===== src/rtl/mem_stage_vl.sv =====
// MEM pipeline stage for a variable-latency data bus: holds one instruction,
// waits for / buffers its response, extracts load data and drops responses of flushed ops.
module mem_stage_vl #(
  parameter int XLEN    = 32,
  parameter int PC_W    = 32,
  parameter int RADDR_W = 5
) (
  input  logic               clk,
  input  logic               resetn,
  input  logic               ex_to_mem_valid,
  output logic               mem_allowin,
  input  logic               ex_rf_we,
  input  logic [RADDR_W-1:0] ex_rf_waddr,
  input  logic [PC_W-1:0]    ex_pc,
  input  logic [XLEN-1:0]    ex_result,
  input  logic [2:0]         ex_ld_op,
  input  logic               ex_req_issued,
  input  logic               data_sram_data_ok,
  input  logic [XLEN-1:0]    data_sram_rdata,
  input  logic               mem_flush,
  input  logic               wb_allowin,
  output logic               mem_to_wb_valid,
  output logic               mem_rf_we,
  output logic [RADDR_W-1:0] mem_rf_waddr,
  output logic [XLEN-1:0]    mem_rf_wdata,
  output logic [PC_W-1:0]    mem_pc,
  output logic               mem_fwd_we,
  output logic               mem_fwd_ready
);
  localparam int OFF_W = $clog2(XLEN/8);
  localparam logic [1:0] S_EMPTY = 2'd0;
  localparam logic [1:0] S_WAIT  = 2'd1;
  localparam logic [1:0] S_READY = 2'd2;

  logic               r_valid;
  logic [1:0]         r_state;
  logic [1:0]         r_cancel;
  logic [XLEN-1:0]    r_result;
  logic [XLEN-1:0]    r_rbuf;
  logic [2:0]         r_ld_op;
  logic               r_rf_we;
  logic [RADDR_W-1:0] r_waddr;
  logic [PC_W-1:0]    r_pc;

  logic               w_dok_own;
  logic               w_ready_go;
  logic               w_accept;
  logic               w_dec;
  logic [1:0]         w_inc;
  logic [XLEN-1:0]    w_raw;
  logic [XLEN-1:0]    w_sh;
  logic [XLEN-1:0]    w_ld;
  logic [OFF_W-1:0]   w_off;

  // A response belongs to the held instruction only once all cancelled ones have drained.
  assign w_dok_own  = data_sram_data_ok & (r_cancel == 2'd0);
  assign w_ready_go = (r_state == S_READY) | ((r_state == S_WAIT) & w_dok_own);
  assign mem_allowin = ~r_valid | (w_ready_go & wb_allowin);
  assign w_accept   = ex_to_mem_valid & mem_allowin & ~mem_flush;

  assign w_dec = data_sram_data_ok & (r_cancel != 2'd0);
  assign w_inc = mem_flush ? (2'((r_state == S_WAIT) & ~w_dok_own) +
                              2'(ex_to_mem_valid & ex_req_issued)) : 2'd0;

  always_ff @(posedge clk or negedge resetn) begin
    if (!resetn) begin
      r_valid  <= 1'b0;
      r_state  <= S_EMPTY;
      r_cancel <= 2'd0;
    end else begin
      r_cancel <= r_cancel - {1'b0, w_dec} + w_inc;
      if (mem_flush) begin
        r_valid <= 1'b0;
        r_state <= S_EMPTY;
      end else if (mem_allowin) begin
        r_valid <= ex_to_mem_valid;
        r_state <= !ex_to_mem_valid ? S_EMPTY : (ex_req_issued ? S_WAIT : S_READY);
      end else if ((r_state == S_WAIT) & w_dok_own) begin
        r_state <= S_READY;
      end
    end
  end

  always_ff @(posedge clk) begin
    if (w_accept) begin
      r_result <= ex_result;
      r_ld_op  <= ex_ld_op;
      r_rf_we  <= ex_rf_we;
      r_waddr  <= ex_rf_waddr;
      r_pc     <= ex_pc;
    end
    // WB stalled when our data arrived: keep it until WB takes the instruction.
    if ((r_state == S_WAIT) & w_dok_own & ~wb_allowin)
      r_rbuf <= data_sram_rdata;
  end

  assign w_off = r_result[OFF_W-1:0];
  assign w_raw = (r_state == S_READY) ? r_rbuf : data_sram_rdata;
  assign w_sh  = w_raw >> {w_off, 3'b000};

  always_comb begin
    w_ld = '0;
    case (r_ld_op)
      3'd1: w_ld = XLEN'($signed(w_sh[7:0]));
      3'd2: w_ld = XLEN'(w_sh[7:0]);
      3'd3: w_ld = XLEN'($signed(w_sh[15:0]));
      3'd4: w_ld = XLEN'(w_sh[15:0]);
      3'd5: w_ld = XLEN'($signed(w_sh[31:0]));
      3'd6: w_ld = (XLEN == 64) ? XLEN'(w_sh[31:0]) : XLEN'($signed(w_sh[31:0]));
      3'd7: w_ld = (XLEN == 64) ? w_sh : XLEN'($signed(w_sh[31:0]));
      default: w_ld = '0;
    endcase
  end

  assign mem_rf_wdata    = (r_ld_op != 3'd0) ? w_ld : r_result;
  assign mem_rf_we       = r_rf_we;
  assign mem_rf_waddr    = r_waddr;
  assign mem_pc          = r_pc;
  assign mem_to_wb_valid = r_valid & w_ready_go & ~mem_flush;
  assign mem_fwd_we      = r_valid & r_rf_we;
  assign mem_fwd_ready   = r_valid & w_ready_go;

endmodule


===== config.mk =====
export PLATFORM = sky130hd
export DESIGN_NAME = mem_stage_vl
export DESIGN_NICKNAME = d
export VERILOG_FILES = /design/src/rtl/mem_stage_vl.sv
export SDC_FILE = /design/constraint.sdc
export NUM_CORES = 1
export LEC_CHECK = 0
export BUFFER_PORTS_ARGS = -buffer_cell sky130_fd_sc_hd__clkbuf_2
export CAP_MARGIN = 0
export CORE_ASPECT_RATIO = 0.75
export CORE_MARGIN = 2
export CORE_UTILIZATION = 53
export CTS_CLUSTER_SIZE = 16
export DETAILED_ROUTE_END_ITERATION = 8
export PLACE_DENSITY = 0.89
export SLEW_MARGIN = 20
export SYNTH_ARGS = -nofsm -noshare
export SYNTH_HDL_FRONTEND = slang
export SYNTH_SLANG_ARGS = --single-unit

===== constraint.sdc =====
create_clock -name clk -period 14.1 [get_ports clk]
set_input_delay 0.705 -clock clk [delete_from_list [all_inputs] [get_ports clk]]
set_output_delay 0.705 -clock clk [all_outputs]
set_load 0.03 [all_outputs]

# --- After elaboration in Yosys (flattened, before gate mapping) ---
# Index checks and enable logic that the tools add are counted.
word_totals:
  reg_bits: 110
  input_bits: 112
  elab_cells: 57
  out_inout_bits: 74
op_classes:
  eq_ne: 9
  n_mux: 11
  reduce_logical: 6
  n_bitwise: 18
  addsub: 3
  shift: 1
op_table:
  columns: ["operator", "count"]
  rows:
  - ["32-bit one-hot mux with 5 select lines", 1]
  - ["32-bit two-way mux", 2]
  - ["32-bit by 5-bit right shift with 32-bit output", 1]
  - ["3-bit equality test, second input constant", 4]
  - ["2-bit two-way mux", 6]
  - ["1-bit bitwise AND", 11]
  - ["3-bit by 2-bit equality test with 1-bit output, second input constant", 2]
  - ["3-bit nonzero test", 2]
  - ["2-bit nonzero test", 2]
  - ["3-bit by 1-bit equality test with 1-bit output, second input constant", 1]
  - ["1-bit NOT", 3]
  - ["3-bit OR reduction", 1]
  - ["2-bit by 1-bit adder with 2-bit output", 1]
  - ["2-bit adder", 1]
  - ["1-bit by 2-bit bitwise AND with 2-bit output", 1]
  - ["2-bit by 1-bit equality test with 1-bit output, second input constant", 1]
  - ["2-bit equality test, second input constant", 1]
  - ["2-bit zero test", 1]
  - ["1-bit two-way mux", 2]
  - ["1-bit NOT with 2-bit output", 1]
  - ["1-bit OR", 2]
  - ["2-bit by 1-bit subtractor with 2-bit output", 1]

# --- Logic depth before layout (Yosys ltp) ---
depth:
  ltp_word: 8
  mapped_depth: 10
  mapped_depth_nobuf: 10

# --- Worst setup path after synthesis ---
# No wires, ideal clock.
synth_path:
  path_kind: "input to register"
  startpoint: "input port data_sram_data_ok"
  endpoint: "register r_state[0]"
  setup_ns: 0.085
  t_arrival_ns: 7.598
  setup_slack_ns: 6.416
  t_required_ns: 14.015
  cell_stages: 5
  path_cell_list: "or3b_2 o21ai_0 a21boi_0 nor3b_1 a22o_1"
synth_between:
  elab_chain_cells: 7
synth_lines:
  columns: ["element", "line", "source"]
  rows:
  - ["start: declaration", "18", "input logic data_sram_data_ok,"]
  - ["1-bit bitwise AND *", "56", "assign w_dok_own = data_sram_data_ok & (r_cancel == 2'd0);"]
  - ["1-bit bitwise AND *", "57, 78", null]
  - ["1-bit OR", "57", "assign w_ready_go = (r_state == S_READY) | ((r_state == S_WAIT) & w_dok_own);"]
  - ["1-bit bitwise AND", "58", "assign mem_allowin = ~r_valid | (w_ready_go & wb_allowin);"]
  - ["1-bit OR", "58", null]
  - ["2-bit two-way mux", "75", "end else if (mem_allowin) begin"]
  - ["2-bit two-way mux", "72", "if (mem_flush) begin"]
  - ["end signal: assignment", "77", "r_state <= !ex_to_mem_valid ? S_EMPTY : (ex_req_issued ? S_WAIT : S_READY);"]
  - ["end: declaration", "36", "logic [1:0] r_state;"]
# Every way passes the cells marked *; elsewhere a longest branch is shown, timed or not.
# A chain may end at the register's enable or synchronous reset.

# --- Worst setup path in the final report ---
layout_path:
  startpoint: "register r_state[0]"
  endpoint: "output port mem_rf_wdata[20]"
layout_between:
  elab_chain_cells: 5
layout_lines:
  columns: ["element", "line", "source"]
  rows:
  - ["2-bit equality test", "98", "assign w_raw = (r_state == S_READY) ? r_rbuf : data_sram_rdata;"]
  - ["32-bit two-way mux", "98", null]
  - ["32-bit by 5-bit right shift with 32-bit output", "99", "assign w_sh = w_raw >> {w_off, 3'b000};"]
  - ["32-bit one-hot mux with 5 select lines", "103", "case (r_ld_op)"]
  - ["32-bit two-way mux", "115", "assign mem_rf_wdata = (r_ld_op != 3'd0) ? w_ld : r_result;"]
  - ["end: declaration", "25", "output logic [XLEN-1:0] mem_rf_wdata,"]
# Every way passes these cells.

==> results_dict.tcl <==
set metrics [dict create \
    run_status "complete, no violations" \
    swShare_pct 26.76 \
    power_leakage_nw 2.564 \
    synth-main-ff-cell "sky130_fd_sc_hd__edfxtp_1" \
    finish.utilization_pct 68.92 \
    pwr-share-comb_pct 16.3 \
    timing.rr.start "r_cancel[1]$_DFF_PN0_" \
    postSynthNetCount 439 \
    clock_latency_of_the_later_clocked_register_in_the_worst_skew_pair_ns 0.34 \
    maximum_number_of_pins_on_one_net_before_global_route_repair 43 \
    antenna_found_initial 0 \
    vdd_drop_max_mv 0.09063 \
    drt_iter0_markers 229 \
    syn_inst 324 \
    globalplace.congestion 0.8600 \
    layout_area_overhead_pct 27.79 \
    tightest_slew_ns 0.7754 \
    cp-end-kind "output pin" \
    avgViaCountPerCell 5.660 \
    initial_core_utilization_pct 53.94 \
    rsz0062_at_grt "no" \
    grt_first_pass_wirelength_mm 17.31 \
    row_count 30 \
    power_report.internal_total_mw 0.5437 \
    tritoncts "built" \
    min_path_type "input port to async pin" \
    grt_usage_pct 23.79 \
    yosysWarnings 0 \
    grt_pass1_vias 3479 \
    worst_setup_path_startpoint "r_state[0]$_DFFE_PN0P_" \
    max_slew_margin_pct 48.25 \
    cts_sinks 110 \
    wl_mm 11.85 \
    cts_repair_resize_count 0 \
    max_clock_freq_mhz 241.6 \
    number_of_antenna_violating_nets_in_the_routed_design 0 \
    die_h_um 86.58 \
    power_frac_seq_pct 51.3 \
    clock_skew_ns 0.007057 \
    ctsHoldBuffers 0 \
    reg2reg_depth 5 \
    share_clk_of_total_power_pct 32.4 \
    synth_area_um2 4818 \
    synth_cell_types 39 \
    report.final.slew_viol_count 0 \
    antennaDiodeCount 0 \
    final_nets 625 \
    cp.required_ns 13.40 \
    floorplan.die_area_um2 9878 \
    regToRegSetupSlack_ns 11.49 \
    post_synth_most_frequent_cells "sky130_fd_sc_hd__edfxtp_1, sky130_fd_sc_hd__nor2_1, sky130_fd_sc_hd__nand2_1" \
    max_cap_violations 0 \
    hpwl_mm 8.877 \
    number_of_remaining_drc_errors 0 \
    wl_per_cell_um 18.90 \
    setup.worst_path.class "flop to output pin" \
    ioPinCount 186 \
    netlist_top_cells_area "sky130_fd_sc_hd__edfxtp_1, sky130_fd_sc_hd__mux4_2, sky130_fd_sc_hd__mux2i_1" \
    share_of_final_layout_standard_cells_stronger_than_drive_strength_1_pct 46.80 \
    syn_area_per_cell_um2 14.87 \
    dr_total_vias 3549 \
    htree_levels 3 \
    cp-start-kind "flop" \
    number_of_flops_mapped_to_enable_cells_by_yosys 105 \
    ctsLongestPathBuffers 2 \
    fin_tns_setup_ns 0 \
    asyncSetResetFlopFracSynth_pct 4.545 \
    timing.final.crit_share_pct 29.35 \
    chipWidth_um 114.1 \
    netlist.top_cell.by_area "sky130_fd_sc_hd__edfxtp_1" \
    critical_path_arrival_ns 3.43 \
    port-buffer-count 185 \
    drt_pre_antenna_iters 5 \
    grt_overflow_total 0 \
    final.min_clock_period_ns 4.139 \
    yosys.cell_count.top_type "sky130_fd_sc_hd__edfxtp_1" \
    post-cts-setup-buffer-count 0 \
    p_per_area_nw_per_um2 120.6 \
    placeableCoreArea_um2 8934 \
    clockRootBuffer "sky130_fd_sc_hd__clkbuf_16" \
    ys_ff_latch 110 \
    cts.reportedPaths.clkPinSlew_ns 0.07 \
    worstReg2RegEnd "mem_pc[29]$_DFFE_PP_" \
    tritoncts.num_buffers 9 \
    setup_viol 0 \
    synth_sequential_area_ratio_pct 68.03 \
    power.net_switching_mw 0.1987 \
    worst-path-max-fanout 18 \
    report.final.hold_viol_count 0 \
    synth.top_cell.area_share_pct 65.44 \
]
## state kept, by name (all words and copies together) (netlist names)
name          flops
r_ld_op           3
r_valid           1
mem_rf_we         1
r_cancel          2
r_rbuf           32
mem_rf_waddr      5
r_state           2
r_result         32
mem_pc           32
## worst max path at each step
stage	endpoint	slack (ns)	cells after the start
after floorplan	r_state[0]$_DFFE_PN0P_	6.42	5
after global placement	mem_rf_wdata[18]	10.13	6
after detailed placement	mem_rf_wdata[20]	9.96	6
after CTS	mem_rf_wdata[20]	9.58	6
after global routing	mem_rf_wdata[21]	9.75	6
final	mem_rf_wdata[20]	9.96	6
## worst max-delay path, stage by stage, from the launching register on
cell and delay, ns:
sky130_fd_sc_hd__dfrtp_1 0.39, sky130_fd_sc_hd__nand2b_2 0.53, sky130_fd_sc_hd__mux4_2 0.64, sky130_fd_sc_hd__o221ai_4 0.36, sky130_fd_sc_hd__nor3b_4 0.73, sky130_fd_sc_hd__o21ai_0 0.21
sky130_fd_sc_hd__clkbuf_2 0.22
## area by class of cell
cell class / instances / area [um^2]
clock buffer: 10 / 229.0
clock inverter: 6 / 55.05
fill: 639 / 2776
inverter: 4 / 15.01
multi-input combinational: 194 / 1461
sequential: 110 / 3278
tap: 112 / 140.1
timing repair buffer: 191 / 978.4
## power by group through the flow
stage	sequential [mW]	combinational (mW)	clock, mW
finish	0.381	0.121	0.241
global route	0.382	0.130	0.256
CTS	0.381	0.121	0.244
detailed placement	0.389	0.121	0
global placement	0.388	0.117	0
floorplan	0.396	0.0710	0
## logic make-up after synthesis
kind of cell               after synthesis  synth area share, %
AOI/OAI and AO/OA                       44                6.258
xor gates and xnor gates                 3               0.5454
adders and majority gates                3               0.7791
buffers and inverters                   20                1.947
DFF                                    110                68.03
muxes                                   36                11.92
and+or+nand+nor                        108                10.52
## metal layers
layer	vias up	part of all wire [%]	global-route usage [%]
met4	0	1.8	7.871
met5	-	0	0
met1	1717	39	29.67
li1	1610	-	-
met2	205	48	39.45
met3	17	11	8.252
## placed cells by master (no fill, tap or decap), drive strengths merged
cell type,n
clkbuf,195
edfxtp,105
nor2,40
nand2,33
mux2i,18
mux4,17
a21oi,14
or2,9
o21ai,8
o221ai,8
a31oi,7
buf,6
dfrtp,5
nor3,5
inv,5
and2,4
nand2b,4
xnor2,3
ha,3
nor2b,3
clkinv,3
nor3b,3
nand3b,2
o22ai,2
clkinvlp,2
or2b,1
or3b,1
a21boi,1
o211a,1
o32ai,1
nor4,1
or3,1
a211o,1
mux2,1
nand3,1
a22o,1
## stage by stage
| stage | setup WS [ns] | total power, mW | instances | hold WS [ns] | area [um^2] |
|---|---|---|---|---|---|
| 3_3_place_gp | 10.13 | 0.5048 | 610 | 0.4751 | 5856 |
| 5_1_grt | 9.748 | 0.7670 | 627 | 0.1660 | 6157 |
| 4_1_cts | 9.580 | 0.7462 | 626 | 0.1613 | 6140 |
| 3_5_place_dp | 9.960 | 0.5090 | 610 | 0.4936 | 5856 |
| 2_1_floorplan | 6.416 | 0.4673 | 324 | 0.4094 | 4818 |
| 6_report | 9.961 | 0.7424 | 627 | 0.1658 | 6157 |
Power figures use the tool's default switching activity.
